[src/rtl/adder_pkg.sv]
// Shared types and parameter limits for the pipelined adder.
package adder_pkg;

    typedef enum logic {
        ADD_WRAP = 1'b0,
        ADD_SAT  = 1'b1
    } add_mode_t;

    localparam int unsigned MIN_DATA_W = 8;
    localparam int unsigned MAX_DATA_W = 64;
    localparam int unsigned MIN_STAGES = 1;
    localparam int unsigned MAX_STAGES = 4;

endpackage

[src/rtl/adder_pipe_stage.sv]
// One valid/ready register slice; loads whenever it is empty or its downstream slice loads.
module adder_pipe_stage #(
    parameter int unsigned WIDTH      = 33,
    parameter bit          CLEAR_DATA = 1'b0
) (
    input  logic             clk,
    input  logic             rst,
    input  logic [WIDTH-1:0] in_data,
    input  logic             in_valid,
    input  logic             next_load,
    output logic             load,
    output logic [WIDTH-1:0] out_data,
    output logic             out_valid
);

    assign load = !out_valid || next_load;

    // Data only captures real items, so bubbles never overwrite the held value.
    always_ff @(posedge clk) begin
        if (rst) begin
            out_valid <= 1'b0;
            if (CLEAR_DATA) begin
                out_data <= '0;
            end
        end else if (load) begin
            out_valid <= in_valid;
            if (in_valid) begin
                out_data <= in_data;
            end
        end
    end

endmodule

[src/rtl/pipelined_adder.sv]
// Unsigned adder with wrap/saturate result and a STAGES-deep valid/ready register pipeline.
module pipelined_adder
    import adder_pkg::*;
#(
    parameter int unsigned DATA_W   = 32,
    parameter int unsigned STAGES   = 2,
    parameter add_mode_t   SAT_MODE = ADD_WRAP
) (
    input  logic              clk,
    input  logic              rst,
    input  logic [DATA_W-1:0] din0,
    input  logic [DATA_W-1:0] din1,
    input  logic              din_valid,
    output logic              din_ready,
    output logic [DATA_W-1:0] dout,
    output logic              dout_ovf,
    output logic              dout_valid,
    input  logic              dout_ready
);

    localparam int unsigned SW   = DATA_W + 1;
    localparam int unsigned LAST = STAGES - 1;

    if (DATA_W < MIN_DATA_W || DATA_W > MAX_DATA_W ||
        STAGES < MIN_STAGES || STAGES > MAX_STAGES) begin : g_bad_param
        $error("pipelined_adder: DATA_W must be 8..64 and STAGES 1..4");
    end

    logic [DATA_W:0]   sum;
    logic [DATA_W-1:0] result;

    always_comb begin
        sum    = {1'b0, din0} + {1'b0, din1};
        result = sum[DATA_W-1:0];
        if (SAT_MODE == ADD_SAT && sum[DATA_W]) begin
            result = '1;
        end
    end

    // Each slice carries {result, carry}; valid travels alongside.
    logic [SW-1:0] stage_data  [STAGES];
    logic          stage_valid [STAGES];
    logic          stage_load  [STAGES];

    for (genvar k = 0; k < STAGES; k++) begin : g_stage
        logic [SW-1:0] in_data;
        logic          in_valid;
        logic          next_load;

        if (k == 0) begin : g_first
            assign in_data  = {result, sum[DATA_W]};
            assign in_valid = din_valid;
        end else begin : g_chain
            assign in_data  = stage_data[k-1];
            assign in_valid = stage_valid[k-1];
        end

        if (k == LAST) begin : g_tail
            assign next_load = dout_ready;
        end else begin : g_body
            assign next_load = stage_load[k+1];
        end

        adder_pipe_stage #(
            .WIDTH      (SW),
            .CLEAR_DATA (k == LAST)
        ) u_stage (
            .clk       (clk),
            .rst       (rst),
            .in_data   (in_data),
            .in_valid  (in_valid),
            .next_load (next_load),
            .load      (stage_load[k]),
            .out_data  (stage_data[k]),
            .out_valid (stage_valid[k])
        );
    end

    assign din_ready  = stage_load[0];
    assign dout       = stage_data[LAST][SW-1:1];
    assign dout_ovf   = stage_data[LAST][0];
    assign dout_valid = stage_valid[LAST];

endmodule

[config.mk]
export PLATFORM = sky130hd
export DESIGN_NAME = pipelined_adder
export DESIGN_NICKNAME = d
export VERILOG_FILES = /design/src/rtl/adder_pkg.sv /design/src/rtl/adder_pipe_stage.sv /design/src/rtl/pipelined_adder.sv
export SDC_FILE = /design/constraint.sdc
export NUM_CORES = 1
export LEC_CHECK = 0
export BUFFER_PORTS_ARGS = -buffer_cell sky130_fd_sc_hd__buf_2
export CAP_MARGIN = 25
export CORE_MARGIN = 10
export CORE_UTILIZATION = 40
export CTS_BUF_LIST = sky130_fd_sc_hd__clkbuf_2
export CTS_CLUSTER_DIAMETER = 200
export DETAILED_ROUTE_END_ITERATION = 10
export GPL_TIMING_DRIVEN = 0
export PLACE_DENSITY = 0.59
export SETUP_SLACK_MARGIN = 0.5
export SLEW_MARGIN = 10
export SYNTH_ARGS = -nofsm -noshare
export SYNTH_HDL_FRONTEND = slang
export SYNTH_SLANG_ARGS = --single-unit
[constraint.sdc]
create_clock -name clk -period 3.2 [get_ports clk]
set_input_delay 0.32 -clock clk [delete_from_list [all_inputs] [get_ports clk]]
set_output_delay 0.32 -clock clk [all_outputs]
set_load 0.01 [all_outputs]
==> impl.org, run 1 <==
** Finish
- Most common library cell in the layout ignoring fill and taps :: buf_2
- Fill cells in the final layout number between 900 and 1000.
- For this run, the post-layout net count is 663.
- Fraction of layout instances using a drive strength above 1 :: 26.1%
- Top library cells by usage in the layout, fill and taps aside :: 113 x buf_2, 89 x nand2_1, 62 x a21oi_1
- Across the whole layout, storage elements account for 0.00169 mm^2.
- Once layout is complete, the utilization of the core stands at between 50% and 60%.
- Summing all multi-input logic gate instances after layout gives 0.00226 mm^2.
- The finished layout holds 701 standard cells, fillers aside.
- Compared with the post-synthesis result, the final layout area differs by 20.7%.

** Clock tree
- Once the clock tree was built, the setup fixing pass inserted 0 buffers.
- Buffers inserted during clock tree synthesis total 9.
- After clock tree synthesis, the flow added hold-fix buffers numbering 1.
- TritonCTS built the clock tree.
- After clock tree synthesis, the clock-pin slew on the worst setup and hold paths is 190 ps.
- The clock reaches the later pin of the worst-skew pair after 510 ps.
- H-tree depth :: 3
- Clock root buffer master :: clkbuf_2
- Clock Sinks :: 68
- Longest Clk Path Bufs :: 2
- Post-CTS resize count :: 0

** Setup path
- Traced cell by cell, the critical path runs through buf_2, ha_1, fa_1, a211oi_1, o211ai_1, a22oi_1, o21bai_4, o21ai_2, o21ai_0.
- Number of cell instances on the worst register-to-register path :: 6
- In this run the register-to-register setup slack is around 1400 ps.
- The startpoint identified for the worst register-to-register timing path is g_stage[1].u_stage.out_valid.
- STA classifies the critical path startpoint as an input pin.
- Crit Path Class :: input pin to flop
- Biggest cell delay along the critical path :: 430 ps
- For the worst setup path, the data required time is 3490 ps.
- Cell at the slowest stage of the critical path :: fa_1
- In this run the critical register-to-register path is captured at g_stage[1].u_stage.out_data[0].
- Data on the critical path arrives at its endpoint at 2530 ps.
- In this run the worst path has a maximum fanout of 5.
- STA classifies the critical path endpoint as a flop.

** Die
- The die covers roughly 0.015 mm^2.
- Num ports :: 103
- The core region is between 0.009 and 0.01 mm^2.
- The floorplan step set the die height to 121 um.
- Die width :: 121 um
- Starting utilization of the core area :: 41.5%
- Cell Rows :: 36

** Global route
- The via count of the first global-routing pass was between 3000 and 4000.
- The number of antenna violations at the first check in global routing was 1.
- Entering global routing, the biggest net connects 34 pins.
- Global routing finished with a remaining overflow of 0.
- Total routing usage reported by global routing :: 13.8%
- First-pass GRT wire length :: 16800 um

** Worst hold path
- In this run the most critical hold path is launched from din1[0].
- The worst hold path was traced through 2 stages.
- Destination of the worst hold path :: g_stage[0].u_stage.out_data[1]
- Worst Hold Class :: input pin to flop

** Yosys
- Portion of the post-synthesis area used by sequential elements :: around two fifths
- During synthesis, Yosys emitted a total of 0 warnings.
- Most used flip-flop cell after synthesis :: dfxtp_1
- Async SR Flop Fraction :: 0%
- The synthesized netlist contains 55 unique library cells.
- The cell area that synthesis handed to floorplanning was 0.00409 mm^2.
- After technology mapping, the gate count stands at 449.
- Syn Nets :: between 500 and 600
- In this run the mean area of a mapped cell was about 9.1 um^2.
- Flip-flop and latch count after synthesis :: 68
- EDFF count, synth :: 33

** STA
- Tcrit/Tclk final :: a little over two thirds
- Max Clk Rate :: 445 MHz
- Setup repair after global routing left no endpoint under its margin.
- The worst pin sits at a relative slew slack of 50.2%.
- For the pin with the worst max-slew slack, the measured transition is 747 ps.
- The count of endpoints failing hold in the final timing report came to 0.
- Setup violations remaining at the end of the flow were counted as 0.
- The count of pins over their slew limit is 0.
- Fin Clk Skew :: roughly 9 ps
- After layout, the minimum clock period comes to between 2000 and 2500 ps.
- In the final timing run, aggregate negative setup slack is 0 ps.

** Power
- Clock power frac :: between 20 and 30%
- Internal Pwr Total :: 1580 uW
- Leakage power of the design :: 0.00210 uW
- Switching power share of the total :: 29.1%
- The worst-case IR drop observed on VDD is 0.000174 V.
- Flop pwr share :: a little under half
- In this run the power spent charging and discharging nets is 648 uW.
- The design draws approximately 2200 uW.
- Combinational cells account for 25.0% of the total power.
- Ratio of total power to cell area :: 450 mW/mm^2

** Routing
- The final route contains 3579 vias.
- Iteration count of the initial detailed-routing pass :: 6
- The count of nets left with antenna violations once routing finished came out at 0.
- Sum of routed wire length over all layers :: 10000 um
- In the routed layout, each cell is associated on average with a via count of about 5.1.
- In the final routed layout, each cell accounts on average for 14.3 um.
- Starting DRT DRC Count :: between 150 and 200
- For this run, design rule violations remaining after detail routing come to 0.

** Placement
- HPWL after detailed placement :: 8140 um
- Once placement completed, the tool counted placed cells totaling 683.
- Buffers placed on the I/O ports in this run total 101.
- GP Congestion :: 0.848

** Run status
- Outcome :: finished, final reports clean

** Job
- Max-cap violations in this run came to 0.
## routing by layer
layer | vias up | GRT usage [%] | share of wire, %
li1 | 1850 | - | -
met5 | - | 0 | 0
met4 | 0 | 6.26 | 2.1
met3 | 15 | 3.77 | 5.2
met1 | 1629 | 16.0 | 46
met2 | 85 | 23.3 | 47
## power groups by stage
stage | combinational (uW) | sequential, uW | clock [uW]
2_1_floorplan | 385 | 1040 | 0
3_3_place_gp | 549 | 1040 | 0
3_5_place_dp | 557 | 1040 | 0
4_1_cts | 561 | 1020 | 672
5_1_grt | 630 | 1020 | 704
6_report | 557 | 1020 | 652
## synthesized netlist by cell type (2+ instances only)
library cell | number | area [um^2]
inv_1 | 8 | 30.0
a211oi_1 | 8 | 60.1
a21oi_1 | 62 | 310
nand2b_1 | 2 | 12.5
o21ai_2 | 2 | 17.5
o21bai_1 | 2 | 15.0
and2_1 | 3 | 18.8
o211ai_1 | 7 | 52.6
o21ai_0 | 13 | 65.1
nor2b_1 | 4 | 25.0
xor2_1 | 7 | 61.3
ha_1 | 32 | 400
nand4_1 | 6 | 37.5
a211oi_2 | 2 | 25.0
clkbuf_1 | 12 | 45.0
nand3_1 | 7 | 35.0
xnor2_1 | 19 | 166
a21o_1 | 15 | 113
and4_1 | 3 | 26.3
o21a_1 | 2 | 15.0
nor3_1 | 5 | 25.0
nand2_1 | 89 | 334
a31oi_1 | 9 | 56.3
edfxtp_1 | 33 | 991
buf_2 | 12 | 60.1
or2_2 | 2 | 12.5
a21oi_2 | 2 | 17.5
mux2_2 | 2 | 22.5
dfxtp_1 | 35 | 701
nor2_1 | 19 | 71.3
## logic make-up (layout without fill, tap and decap cells)
group,Yosys count,after routing,share of synthesized area [%]
multiplexers,2,2,0.550
AO/OA/AOI/OAI,136,136,21.9
adder cells (fa/ha/maj),33,33,10.3
flip-flops,68,68,41.3
buffers and inverters,33,151,3.58
XOR/XNOR,26,26,5.56
AND/OR/NAND/NOR,151,151,16.8
other,0,1,0
## critical path: cells and delay by family
kind / cells / cell delay, ps
buffers and inverters: 1 / 100
adder cells (fa/ha/maj): 2 / 670
AO/OA/AOI/OAI: 6 / 1440
## worst max-delay path by stage
stage                                            endpoint  depth (start not counted)  slack [ps]     from
after floorplan           g_stage[0].u_stage.out_data[27]                          8         920  din0[0]
after global placement     g_stage[0].u_stage.out_data[0]                          9         350  din0[0]
after detailed placement   g_stage[0].u_stage.out_data[0]                          9         350  din0[0]
after CTS                  g_stage[0].u_stage.out_data[0]                          9         950  din0[0]
after global routing       g_stage[0].u_stage.out_data[0]                          9         860  din0[0]
final                      g_stage[0].u_stage.out_data[0]                          9         950  din0[0]
## flip-flops by register name, indices dropped and copies added (netlist names)
| name | cells |
|---|---|
| g_stage.u_stage.out_data | 66 |
| g_stage.u_stage.out_valid | 2 |
## layout make-up
| class | instances | area share (%) |
|---|---|---|
| tap | 133 | 3.37 |
| sequential | 68 | 34.2 |
| timing repair buffer | 102 | 10.4 |
| antenna | 1 | 0.0507 |
| multi-input combinational | 348 | 45.7 |
| inverter | 8 | 0.608 |
| clock buffer | 10 | 1.01 |
| clock inverter | 6 | 2.25 |
| buffer | 25 | 2.36 |
## stage by stage
step | instance area, um^2 | hold WS (ps) | setup WS (ps)
after floorplan | 4090 | 437 | 922
after global placement | 4760 | 439 | 348
after detailed placement | 4770 | 445 | 347
after CTS | 4940 | 36.0 | 950
after global routing | 4940 | 42.3 | 861
final | 4940 | 88.8 | 954
Note: power is estimated with default switching activity, not from simulation.
==> inputs of run 2 (changes only) <==
- ABC_AREA: unset -> 1
- PLACE_DENSITY: 0.59 -> 0.58
- clock period: 3.2 -> 2.3 ns (I/O delays scaled with it)
==> run 2 against run 1 <==
Critical path type unchanged; largest power group unchanged; synthesized area grew 12%; utilization decreased by 2.4 points; routed wire length is 14% higher; sequential share of layout area decreased by 2.9 points; synthesized cell count grew 54%; highest routed layer unchanged; count of clock-buffer cells in the layout increased by 1; largest cell class unchanged; flip-flop and latch count unchanged; critical endpoint is now g_stage[0].u_stage.out_data[29]; worst hold slack gained 16 ps.
==> impl.org, run 2 <==
** STA
- Derived from the worst setup path, the maximum achievable clock frequency is 634 MHz.
- The worst clock skew came to 19.8 ps (was 9.15 ps).
- Tcrit/Tclk final :: just under 70%
- The slew of the pin with the lowest slew margin came to 512 ps (was 747 ps).
- The final-layout setup total negative slack was 0 ps (unchanged).
- The count of pins over their slew limit was 0 (unchanged).
- The clock period could shrink to 1580 ps.
- Setup repair after global routing missed its margin: no (unchanged).
- The worst slew margin relative to its limit was 65.9% (was 50.2%).
- The count of endpoints failing hold in the final timing report is 0 (unchanged).
- Worst Slack Setup Final :: 722 ps (was 954 ps)
- Final Setup Violations :: 0 (unchanged)

** Routing
- Detailed-route DRC error count :: 0 (unchanged)
- Iteration count of the initial detailed-routing pass :: 4 (was 6)
- Starting DRT DRC Count :: 246 (was 176)
- The total wire length after detailed routing is 11500 um (was 10000 um).
- The count of antenna-violating nets left after detailed routing came to 0 (unchanged).
- The total vias in the final route came to 4318 (was 3579).
- Post-detailed-route via-to-cell ratio :: 4.51 (was 5.11)
- Wire length per cell :: 12.0 um (was 14.3 um)

** Yosys
- Leading post-synthesis cells by cell area :: nand2_1 24%, edfxtp_1 22%, dfxtp_1 15% (was edfxtp_1 24%, dfxtp_1 17%, ha_1 9.8%)
- The async set or reset register ratio after synthesis was 0% (unchanged).
- Most numerous cell types in the synthesized netlist :: 297 x nand2_1, 120 x inv_1, 55 x a21oi_1, 40 x nor2_1, 35 x dfxtp_1 (was 89 x nand2_1, 62 x a21oi_1, 35 x dfxtp_1, 33 x edfxtp_1, 32 x ha_1)
- The netlist area before placement was 0.00458 mm^2 (was 0.00409 mm^2).
- The number of distinct standard cells referenced by the synthesized netlist was 24 (was 55).
- The number of instances in the synthesized netlist came to 693 (was 449).
- The cell with the most instances after synthesis is nand2_1 (unchanged).
- Syn Nets :: 794 (was 550)
- Most used flip-flop cell after synthesis :: dfxtp_1 (unchanged)
- EDFF count, synth :: 33 (unchanged)
- The fraction of synthesized cell area taken by the top area cell type came to 24.3% (was 24.2%).
- The number of storage elements in the synthesis netlist came to 68 (unchanged).
- Ys Warns :: 0 (unchanged)
- The post-synthesis average cell area came to 6.61 um^2 (was 9.12 um^2).
- Area leader, netlist :: nand2_1 (was edfxtp_1)
- Portion of the post-synthesis area used by sequential elements :: 36.9% (was 41.3%)

** Setup path
- Worst path arrival time :: 1830 ps (was 2530 ps)
- FF-to-FF setup slack :: 880 ps (was 1410 ps)
- Number of cell instances on the worst register-to-register path :: 5 (was 6)
- The maximum fanout count along the critical path was 4 (was 5).
- Cells traversed along the worst timing path :: buf_2, ha_1, fa_1, nand3_1, nand3_1, nand2_1, nand2_2, nand2_1, nand2_2, nand2_1, nand2_1, nand2_1, nand2_1 (was buf_2, ha_1, fa_1, a211oi_1, o211ai_1, a22oi_1, o21bai_4, o21ai_2, o21ai_0)
- CP Capture Type :: flop (unchanged)
- Source of the worst register-to-register timing path :: g_stage[1].u_stage.out_valid (unchanged)
- The longest individual stage delay on the worst path came to 460 ps (was 430 ps).
- The reg-to-reg endpoint is g_stage[1].u_stage.out_data[3] (was g_stage[1].u_stage.out_data[0]).
- The critical path class is input pin to flop (unchanged).
- Cell at the slowest stage of the critical path :: fa_1 (unchanged)
- Top delay family on crit path :: simple AND/OR/NAND/NOR gates (was compound AO/OA/AOI/OAI gates)
- CP Buf/Inv Count :: 1 (unchanged)
- The startpoint type of the worst setup path was an input pin (unchanged).
- Worst endpoint required time :: 2550 ps (was 3490 ps)
- By instance count, the cell type seen most on the critical path is nand2_1.
- The total number of cells along the worst setup path is 13 (was 9).

** Run status
- Outcome: finished, final reports clean (unchanged).

** Clock tree
- The master cell of the clock root buffer was clkbuf_2 (unchanged).
- Clk slew on worst S/H paths :: 150 ps (was 190 ps)
- CTS buffer count :: 9 (unchanged)
- The post-cts sizing count was 0 (unchanged).
- Clock Sinks :: 68 (unchanged)
- H-tree depth :: 3 (unchanged)
- TritonCTS clock tree :: yes (unchanged)
- Longest Clk Path Bufs :: 2 (unchanged)
- The insertion delay of the later-clocked pin in the worst-skew pair came to 490 ps (was 510 ps).

** Power
- The maximum ir drop on the vdd rail is 0.000254 V (was 0.000174 V).
- The sequential share of power is 51.4% (was 45.7%).
- Ratio of total power to cell area :: 506 mW/mm^2 (was 450 mW/mm^2)
- Internal Pwr Total :: 1820 uW (was 1580 uW)
- Net switching power :: 913 uW (was 648 uW)
- Leakage power of the design :: 0.00302 uW (was 0.00210 uW)
- The switching power share of the total was 33.4% (was 29.1%).
- The clock network power share is 18.6% (was 29.3%).
- The post-route total power was 2730 uW (was 2220 uW).
- The part of the total power dissipated in combinational logic came to 30.0% (was 25.0%).

** Finish
- The flip-flop count of the largest register, all copies and words added came to 66 (unchanged).
- Most common library cell in the layout ignoring fill and taps :: nand2_1 (was buf_2)
- The combined area of the multi-input logic cells came to 0.00240 mm^2 (was 0.00226 mm^2).
- The synthesis-to-finish area growth came to 17.9% (was 20.7%).
- Fraction of layout instances using a drive strength above 1 :: 15.7% (was 26.1%)
- The largest register by flop count was g_stage.u_stage.out_data (unchanged).
- The area used by sequential logic in the layout came to 0.00169 mm^2 (unchanged).
- The count of nets after finishing is 910 (was 663).
- Fill count :: 1210 (was 983)
- Registers with the most flip-flops :: g_stage.u_stage.out_data: 66 flops, g_stage.u_stage.out_valid: 2 flops (unchanged)
- Final design instance area without fill :: 0.00540 mm^2 (was 0.00494 mm^2)
- Top library cells by usage in the layout, fill and taps aside: 297 x nand2_1, 120 x inv_1, 104 x buf_2 (was 113 x buf_2, 89 x nand2_1, 62 x a21oi_1).

** Global route
- The wire length of the first global-routing pass came to 19300 um (was 16800 um).
- The via count of the first global-routing pass was 4229 (was 3673).
- Grt ovf :: 0 (unchanged)
- The global routing usage summed across all routing layers came to 14.3% (was 13.8%).
- Initial antenna violation count :: 1 (unchanged)
- Pin count of the biggest net entering global routing :: 24 (was 34)

** Worst hold path
- The terminating pin of the worst hold path is g_stage[1].u_stage.out_data[20] (was g_stage[0].u_stage.out_data[1]).
- The start point of the worst min-delay path was rst (was din1[0]).
- Worst Hold Class :: input pin to flop (unchanged)
- Cell count of the worst hold path :: 2 (unchanged)

** Job
- The reported max-cap violation count was 0 (unchanged).

** Die
- Area inside the core boundary :: 0.0113 mm^2 (was 0.00986 mm^2)
- Starting utilization of the core area :: 40.5% (was 41.5%)
- Die Area :: 0.0161 mm^2 (was 0.0147 mm^2)
- Die height :: 127 um (was 121 um)
- Num ports :: 103 (unchanged)
- The number of rows created at floorplan is 39 (was 36).
- Die width :: 127 um (was 121 um)

** Placement
- IO buf count :: 101 (unchanged)
- GP Congestion :: 0.843 (was 0.848)
- Worst Setup Slack post-DPL :: 198 ps (was 347 ps)
- The detailed-placement wirelength estimate is 9990 um (was 8140 um).
- Placed cell areas :: 0.00529 mm^2 (was 0.00477 mm^2)
[run 2: how the worst max path moves through the flow]
stage | startpoint | end | slack (ps)
2_1_floorplan | din0[0] | g_stage[0].u_stage.out_data[29] | 520
3_3_place_gp | din0[0] | g_stage[0].u_stage.out_data[25] | 210
3_5_place_dp | din0[0] | g_stage[0].u_stage.out_data[25] | 200
4_1_cts | din0[0] | g_stage[0].u_stage.out_data[29] | 770
5_1_grt | din0[0] | g_stage[0].u_stage.out_data[29] | 630
6_report | din0[0] | g_stage[0].u_stage.out_data[29] | 720
[run 2: cell families (layout without fill, tap and decap cells)]
kind of cell | count (synthesis) | count (layout) | share of synthesized area (%)
buf+inv | 130 | 251 | 10.7
flops | 68 | 68 | 36.9
xor+xnor | 15 | 15 | 2.87
compound gates | 58 | 58 | 6.45
other cells | 0 | 1 | 0
simple gates | 389 | 389 | 33.8
fa+ha+maj | 33 | 33 | 9.18
[run 2: per-layer routing]
layer / part of all wire, % / vias to the layer above / global-route usage (%)
li1: - / 2377 / -
met1: 49 / 1850 / 18.8
met2: 45 / 83 / 23.1
met3: 5.0 / 8 / 2.89
met4: 1.2 / 0 / 4.62
met5: 0 / - / 0
[run 2: final cells by class]
type	instances	area share [%]
multi-input combinational	495	44.4
sequential	68	31.3
timing repair buffer	105	10.4
inverter	120	8.34
tap	143	3.31
clock buffer	11	1.02
buffer	10	0.764
clock inverter	5	0.394
antenna	1	0.0463
[run 2: power by group through the flow]
| stage | Clock, uW | Sequential (uW) | Combinational, uW |
|---|---|---|---|
| 6_report | 508 | 1400 | 820 |
| 5_1_grt | 586 | 1410 | 949 |
| 4_1_cts | 538 | 1410 | 825 |
| 3_5_place_dp | 0 | 1430 | 817 |
| 3_3_place_gp | 0 | 1430 | 807 |
| 2_1_floorplan | 0 | 1440 | 540 |
[run 2: repair_timing]
| item | CTS | global route |
|---|---|---|
| endpoints found under the hold margin | 3 | 0 |
| setup buffers | 0 | 0 |
| hold buffers | 3 | 0 |
[run 2: stage by stage]
| stage | instances | hold slack (ps) | util, % |
|---|---|---|---|
| floorplan | 693 | 385 | - |
| global placement | 937 | 452 | 46.5 |
| detailed placement | 938 | 454 | 46.8 |
| CTS | 957 | 46.6 | 47.7 |
| global route | 958 | 46.9 | 47.7 |
| finish | 958 | 104 | 47.7 |
